===== config.mk =====
export PLATFORM = sky130hd
export DESIGN_NAME = dffsr_init_sequencer
export DESIGN_NICKNAME = d
export VERILOG_FILES = /design/src/rtl/dffsr_ctl_pkg.sv /design/src/rtl/dffsr_phase_timer.sv /design/src/rtl/dffsr_init_sequencer.sv
export SDC_FILE = /design/constraint.sdc
export NUM_CORES = 1
export LEC_CHECK = 0
export CORE_MARGIN = 8
export CORE_UTILIZATION = 30
export CTS_BUF_LIST = sky130_fd_sc_hd__clkbuf_4 sky130_fd_sc_hd__clkbuf_8
export DETAILED_ROUTE_END_ITERATION = 8
export DONT_BUFFER_PORTS = 1
export GPL_TIMING_DRIVEN = 0
export HOLD_SLACK_MARGIN = 0.03
export SLEW_MARGIN = 20
export SYNTH_ARGS = -nofsm -noshare
export SYNTH_HDL_FRONTEND = slang
export SYNTH_SLANG_ARGS = --single-unit

===== constraint.sdc =====
create_clock -name CLK -period 2.2 [get_ports CLK]
set_clock_uncertainty 0.1 [all_clocks]
set_input_delay 0.44 -clock CLK [delete_from_list [all_inputs] [get_ports CLK]]
set_output_delay 0.44 -clock CLK [all_outputs]
set_load 0.01 [all_outputs]

===== src/rtl/dffsr_ctl_pkg.sv =====
// Shared definitions for the dffsr bank init sequencer: FSM states, op encoding
// and parameter helpers.
package dffsr_ctl_pkg;

    typedef enum logic [2:0] {
        ST_IDLE,
        ST_GATE,
        ST_PULSE,
        ST_RECOVER,
        ST_UNGATE
    } seq_state_t;

    localparam logic OP_CLEAR  = 1'b0;
    localparam logic OP_PRESET = 1'b1;

    // Zero-length phases are stretched to one cycle.
    function automatic int eff_cyc(input int v);
        return (v < 1) ? 1 : v;
    endfunction

    function automatic int max3(input int a, input int b, input int c);
        int m;
        m = (a > b) ? a : b;
        return (m > c) ? m : c;
    endfunction

endpackage


===== src/rtl/dffsr_phase_timer.sv =====
// Loadable down-counter shared by all timed phases; expire_o flags terminal count
// and the counter parks at zero instead of wrapping.
module dffsr_phase_timer #(
    parameter int CW = 2
) (
    input  logic          clk_i,
    input  logic          rn_i,
    input  logic          load_i,
    input  logic [CW-1:0] load_val_i,
    output logic          expire_o
);

    logic [CW-1:0] cnt_q;
    logic [CW-1:0] cnt_d;

    always_comb begin
        cnt_d = cnt_q;
        if (load_i) begin
            cnt_d = load_val_i;
        end else if (cnt_q != '0) begin
            cnt_d = cnt_q - 1'b1;
        end
    end

    always_ff @(posedge clk_i) begin
        if (!rn_i) begin
            cnt_q <= '0;
        end else begin
            cnt_q <= cnt_d;
        end
    end

    assign expire_o = (cnt_q == '0);

endmodule


===== src/rtl/dffsr_init_sequencer.sv =====
// Sequencer that gates a dffsrn bank clock, pulses its RN or SN low, then
// restores the clock, one bank at a time.
//
// state      | meaning
// -----------+-----------------------------------------------------------
// ST_IDLE    | ready for a request; illegal bank index raises err
// ST_GATE    | bank clock enable dropped, waiting GATE_CYC cycles
// ST_PULSE   | bank RN (clear) or SN (preset) held low for PULSE_CYC cycles
// ST_RECOVER | RN/SN released, waiting REC_CYC cycles
// ST_UNGATE  | clock enable restored and done pulsed on the way to IDLE
module dffsr_init_sequencer
    import dffsr_ctl_pkg::*;
#(
    parameter int NBANK     = 4,
    parameter int GATE_CYC  = 2,
    parameter int PULSE_CYC = 3,
    parameter int REC_CYC   = 2
) (
    input  logic                                           CLK,
    input  logic                                           RN,
    input  logic                                           req_valid,
    input  logic [((NBANK > 1) ? $clog2(NBANK) : 1)-1:0]   req_bank,
    input  logic                                           req_op,
    output logic                                           req_ready,
    output logic [NBANK-1:0]                               bank_rn,
    output logic [NBANK-1:0]                               bank_sn,
    output logic [NBANK-1:0]                               bank_clken,
    output logic                                           busy,
    output logic                                           done,
    output logic                                           err
);

    localparam int BW      = (NBANK > 1) ? $clog2(NBANK) : 1;
    localparam int G_EFF   = eff_cyc(GATE_CYC);
    localparam int P_EFF   = eff_cyc(PULSE_CYC);
    localparam int R_EFF   = eff_cyc(REC_CYC);
    localparam int MAX_EFF = max3(G_EFF, P_EFF, R_EFF);
    localparam int CW      = $clog2(MAX_EFF + 1);

    // The timer expires on its N-th cycle after load, so it is loaded with N-1.
    localparam logic [CW-1:0] G_LOAD = CW'(G_EFF - 1);
    localparam logic [CW-1:0] P_LOAD = CW'(P_EFF - 1);
    localparam logic [CW-1:0] R_LOAD = CW'(R_EFF - 1);

    seq_state_t        state_q, state_d;
    logic [BW-1:0]     bank_q, bank_d;
    logic              op_q, op_d;
    logic [NBANK-1:0]  bank_rn_q, bank_rn_d;
    logic [NBANK-1:0]  bank_sn_q, bank_sn_d;
    logic [NBANK-1:0]  bank_clken_q, bank_clken_d;
    logic              done_q, done_d;
    logic              err_q, err_d;

    logic              tmr_load;
    logic [CW-1:0]     tmr_val;
    logic              tmr_expire;
    logic              req_legal;

    assign req_legal = ({1'b0, req_bank} < (BW + 1)'(NBANK));

    dffsr_phase_timer #(
        .CW (CW)
    ) u_timer (
        .clk_i      (CLK),
        .rn_i       (RN),
        .load_i     (tmr_load),
        .load_val_i (tmr_val),
        .expire_o   (tmr_expire)
    );

    always_comb begin
        state_d      = state_q;
        bank_d       = bank_q;
        op_d         = op_q;
        bank_clken_d = bank_clken_q;
        done_d       = 1'b0;
        err_d        = 1'b0;
        tmr_load     = 1'b0;
        tmr_val      = '0;

        unique case (state_q)
            ST_IDLE: begin
                if (req_valid) begin
                    if (req_legal) begin
                        bank_d   = req_bank;
                        op_d     = req_op;
                        state_d  = ST_GATE;
                        tmr_load = 1'b1;
                        tmr_val  = G_LOAD;
                        for (int i = 0; i < NBANK; i++) begin
                            if (req_bank == BW'(i)) bank_clken_d[i] = 1'b0;
                        end
                    end else begin
                        err_d = 1'b1;
                    end
                end
            end
            ST_GATE: begin
                if (tmr_expire) begin
                    state_d  = ST_PULSE;
                    tmr_load = 1'b1;
                    tmr_val  = P_LOAD;
                end
            end
            ST_PULSE: begin
                if (tmr_expire) begin
                    state_d  = ST_RECOVER;
                    tmr_load = 1'b1;
                    tmr_val  = R_LOAD;
                end
            end
            ST_RECOVER: begin
                if (tmr_expire) state_d = ST_UNGATE;
            end
            ST_UNGATE: begin
                state_d = ST_IDLE;
                done_d  = 1'b1;
                for (int i = 0; i < NBANK; i++) begin
                    if (bank_q == BW'(i)) bank_clken_d[i] = 1'b1;
                end
            end
            default: state_d = ST_IDLE;
        endcase

        // RN/SN are registered off the next state so they are low exactly while in PULSE.
        for (int i = 0; i < NBANK; i++) begin
            bank_rn_d[i] = !((state_d == ST_PULSE) && (bank_d == BW'(i)) && (op_d == OP_CLEAR));
            bank_sn_d[i] = !((state_d == ST_PULSE) && (bank_d == BW'(i)) && (op_d == OP_PRESET));
        end
    end

    always_ff @(posedge CLK) begin
        if (!RN) begin
            state_q      <= ST_IDLE;
            bank_q       <= '0;
            op_q         <= OP_CLEAR;
            bank_rn_q    <= '1;
            bank_sn_q    <= '1;
            bank_clken_q <= '1;
            done_q       <= 1'b0;
            err_q        <= 1'b0;
        end else begin
            state_q      <= state_d;
            bank_q       <= bank_d;
            op_q         <= op_d;
            bank_rn_q    <= bank_rn_d;
            bank_sn_q    <= bank_sn_d;
            bank_clken_q <= bank_clken_d;
            done_q       <= done_d;
            err_q        <= err_d;
        end
    end

    assign req_ready  = (state_q == ST_IDLE);
    assign busy       = (state_q != ST_IDLE);
    assign bank_rn    = bank_rn_q;
    assign bank_sn    = bank_sn_q;
    assign bank_clken = bank_clken_q;
    assign done       = done_q;
    assign err        = err_q;

endmodule


# Word level (Yosys, flattened, before mapping)
# Index checks and enable logic that the tools add are counted.
# word_totals
register_bits,21
wordCells,99
# classes
mux,29
n_eq_ne,23
reduce_logical,34
n_bitwise,1
add_sub_neg,1
# op_table
operator,count
$reduce_and A4 Y1,4
$mux W1,15
$eq A2 B2 Y1 const B,6
$logic_and A1 B1 Y1,12
$mux W3,4
$pmux W3 S4,1
$mux W2,5
$ne A2 B2 Y1 const B,5
$eq A3 B2 Y1 const B,3
$logic_not A1 Y1,8
$logic_not A2 Y1,4
$ne A2 B1 Y1 const B,4
$pmux W4 S2,1
$eq A2 B1 Y1 const B,3
$pmux W2 S3,1
$reduce_bool A2 Y1,3
$mux W4,1
$eq A3 B1 Y1 const B,1
$eq A3 B3 Y1 const B,1
$logic_not A3 Y1,1
$reduce_bool A3 Y1,1
$pmux W1 S2,1
$reduce_or A2 Y1,1
$sub A2 B1 Y2 const B,1
$not A1 Y1,1

# Depth between registers and ports, before layout
# logic_depth
ltp_word,7
mapped_depth,6
depth_no_buf,5

# Hierarchy
# A second synthesis with hierarchy kept.
# hier_totals
cells_unflattened,115
area_unflattened_um2,1042.2
# by_module_without_submodules
module,area_per_inst_um2,cells_each,instances
dffsr_init_sequencer,918.4,102,1
dffsr_phase_timer,123.9,13,1

# Worst setup path before layout
# Ideal clock, no wire load.
# synth_path
path_type,register to register
from,register u_timer.cnt_q[0]
to,register bank_rn_q[0] (netlist: bank_rn[0])
stages_incl_launch_ff,7
arrival_ns,1.615
setup_ns,0.141
path_buffers,1
required_ns,1.959
path_slack_ns,0.345
cell_sequence,dfxtp_1 -> inv_1 -> ha_1 -> buf_2 -> or3b_2 -> a21oi_1 -> nand4_1
# synth_via
elab_chain_len,7
word_cells_on_any_way,9
cone_classes,eq/ne (1); mux (4); reduce/logical (4)
# synth_lines
item,line_no,text
"start, declared",dffsr_phase_timer.sv:13,logic [CW-1:0] cnt_q;
"start signal, assigned",dffsr_phase_timer.sv:29,cnt_q <= cnt_d;
$logic_not A2 Y1 (*),dffsr_phase_timer.sv:33,assign expire_o = (cnt_q == '0);
$mux W3 (on tied branches),"dffsr_init_sequencer.sv:113, dffsr_init_sequencer.sv:99, dffsr_init_sequencer.sv:106",
$pmux W3 S4 (*),dffsr_init_sequencer.sv:81,unique case (state_q)
$eq A3 B2 Y1 (*),dffsr_init_sequencer.sv:127,bank_rn_d[i] = !((state_d == ST_PULSE) && (bank_d == BW'(i)) && (op_d == OP_CLEAR));
$logic_and A1 B1 Y1 (*) (2 in a row),dffsr_init_sequencer.sv:127,
$logic_not A1 Y1 (*),dffsr_init_sequencer.sv:127,
"end signal, assigned",dffsr_init_sequencer.sv:146,bank_rn_q <= bank_rn_d;
"end, declared",dffsr_init_sequencer.sv:48,"logic [NBANK-1:0] bank_rn_q, bank_rn_d;"
# Every way passes the cells marked *; elsewhere a longest branch is shown, timed or not.
# A chain may end at the register's enable or synchronous reset.

# Final worst setup path
# layout_path
from,register state_q[0]
to,output port busy
# layout_via
elab_chain_len,1
# layout_lines
item,line_no,text
"start, declared",dffsr_init_sequencer.sv:45,"seq_state_t state_q, state_d;"
"start signal, assigned",dffsr_init_sequencer.sv:143,state_q <= state_d;
$reduce_bool A3 Y1,dffsr_init_sequencer.sv:155,assign busy = (state_q != ST_IDLE);
"end, declared",dffsr_init_sequencer.sv:28,"output logic busy,"
# Every way passes these cells.

==> metrics <==
status finished clean; CTS buffer count 3; I/O Buffers 0; drc violations 0; pin slew with the least headroom to its limit 560 ps; die height 73.5 um; period utilisation layout 0.919; Distinct cells, synth 33; Hold WC Path Type input port to flop; share of the synthesized area in the top cell type 0.424; total wire length 2.04 mm; Initial Utilization 0.305; initial antenna violation count 0; vias after detailed routing 771; largest area contributor in the netlist dfxtp_1; CP max-delay cell nor3_2; Clock Sinks 21; IO Count 22; CTS tree built; Post-CTS Setup Bufs 0; top-count cell post-synth dfxtp_1; mapped cell area 992 sq um; final setup TNS 0 ps; number of global-route vias before repair 760; fin crit period 2020 ps; RSZ-0062 raised after global routing false; Max transition margin 0.626; die footprint 0.00540 sq mm; Final Setup Violations 0; DRT iter0 DRCs 62; clk buf depth 2; Syn Nets 116; global-route wire length before repair 3.33 mm; Overall Global Routing Usage 0.0798; final std cells w/o fill 159; Post-DRT Antenna Nets 0; Syn Inst Count 109; CP Class flop to output pin; vias per cell 4.85; layout cell share with drive strength beyond 1 0.168; Placed Cells 155; max-slew violations 0; Power per Cell Area 1060 mW/mm^2; Primary FF master, synth dfxtp_1; largest net degree at the start of global routing 12; # diodes 0; Total Nets Final 121; Post-synth EDFFs 0; Synth async-reset ratio 0; Static Leak 0.424 nW; Final Util 0.334; DP Wirelength 1.57 mm; root buffer cell clkbuf_4; Seq/Total Area, Yosys 0.424; RD Place Congestion 0.773; Rows 21; core area 0.00326 sq mm; CP required 1660 ps; Ys Warns 0; maxcap violations 0; flip-flop and latch count after synthesis 21; Die W 73.5 um; Clock Latency Late Sink 300 ps; Peak VDD IR 0.000213 V; Final Hold Viols 0; Synth top cells by count 21 x dfxtp_1, 8 x nand2b_1, 8 x nand4_1, 7 x inv_1, 7 x nand2_1; fmax 0.495 GHz; global route overflow 0; htree depth 1; clock-pin slew on the worst setup and hold paths 120 ps; First-pass DRT Iterations 4; crit path max fanout 10; worst path cell trace clkbuf_1 -> nor3_2 -> inv_1; Area Growth Syn to Fin 9.71%; critical path startpoint category flop; top cells by area, synth dfxtp_1 42%, mux2i_1 5.0%, nand2b_1 5.0%, nand4_1 5.0%, inv_1 2.6%; Arr. time, crit path 1480 ps; crit end category output pin; overall power 1.15 mW; Syn Area/Cell 9.10 sq um; CP max stage delay 480 ps; Wirelength per Cell 12.8 um
[stage by stage]
| stage | hold slack (ps) | cell area (sq um) | worst slack [ps] |
|---|---|---|---|
| 5_1_grt | 197 | 1090 | 13.8 |
| 6_report | 206 | 1090 | 178 |
| 2_1_floorplan | 358 | 992 | 345 |
| 3_5_place_dp | 417 | 1050 | 141 |
| 4_1_cts | 197 | 1080 | 114 |
| 3_3_place_gp | 366 | 1050 | 191 |
[where the power goes]
part / switching, mW / internal, mW / total [mW]
Combinational: 0.265 / 0.196 / 0.460
Clock: 0.110 / 0.0828 / 0.193
Sequential: 0.0536 / 0.446 / 0.499
Total: 0.429 / 0.724 / 1.15
[placed cells by master, fill, tap and decap left out]
cell type	count
buf_4	1
a2111oi_0	1
mux2_2	2
nor3_1	1
nor3b_1	2
buf_6	2
nand4_1	8
o221a_2	1
nor2_1	6
and2_1	2
a211oi_1	1
clkbuf_4	4
a21oi_2	1
or4b_4	1
dfxtp_1	21
inv_1	7
or2_2	1
nor3_2	1
nand3_1	4
nor2b_1	2
a2bb2oi_1	1
clkbuf_1	4
nand3b_1	1
conb_1	1
o21ai_0	3
buf_2	2
o22ai_1	1
a21oi_1	4
mux2_4	1
mux2i_4	1
nand2_1	7
mux2i_1	5
or3b_2	1
ha_1	1
nand2b_1	8
o221ai_1	3
[final cells by class]
type                       instances  area, sq um
fill                             361         2170
clock buffer                       4         30.0
inverter                           7         26.3
buffer                             9         55.1
sequential                        21          420
tap                               46         57.6
multi-input combinational         72          499
[worst paths after layout]
check                                        end  slack [ps]  depth (start not counted)        startpoint
worst max-delay path                        busy         180                          3        state_q[0]
worst min-delay path                        op_q         210                          2            req_op
worst max register to register        bank_sn[3]         290                          6  u_timer.cnt_q[0]
worst min register to register  u_timer.cnt_q[1]         440                          2  u_timer.cnt_q[1]
[flip-flops by register name (all words and copies together), names as in the netlist]
register / cells
op_q: 1
state_q: 3
bank_clken: 4
bank_q: 2
bank_rn: 4
u_timer.cnt_q: 2
done: 1
bank_sn: 4
[worst max-delay path, delay by kind of cell, from the launching register on]
kind          cells  cell delay [ps]
buf+inv           2              380
flops             1              340
simple gates      1              480
[cell families after synthesis]
logic type / after synthesis / share of synthesized area
compound gates: 16 / 0.110
fa+ha+maj: 1 / 0.0126
buf+inv: 16 / 0.0820
flops: 21 / 0.424
mux: 9 / 0.111
other cells: 1 / 0.00378
simple gates: 45 / 0.257
[layer usage]
layer / vias to the layer above / wire length (um) / GRT usage
met4: 0 / 34 / 0.0532
li1: 389 / - / -
met5: - / 0 / 0
met2: 20 / 992 / 0.141
met1: 360 / 824 / 0.0772
met3: 2 / 191 / 0.0259
[timing repair]
item | 4_1_cts | 5_1_grt
hold buffers | 0 | 0
hold endpoints to repair | 0 | 0
gates resized for setup | 1 | 1
endpoints found under the setup margin | 1 | 6
Power figures use the tool's default switching activity.
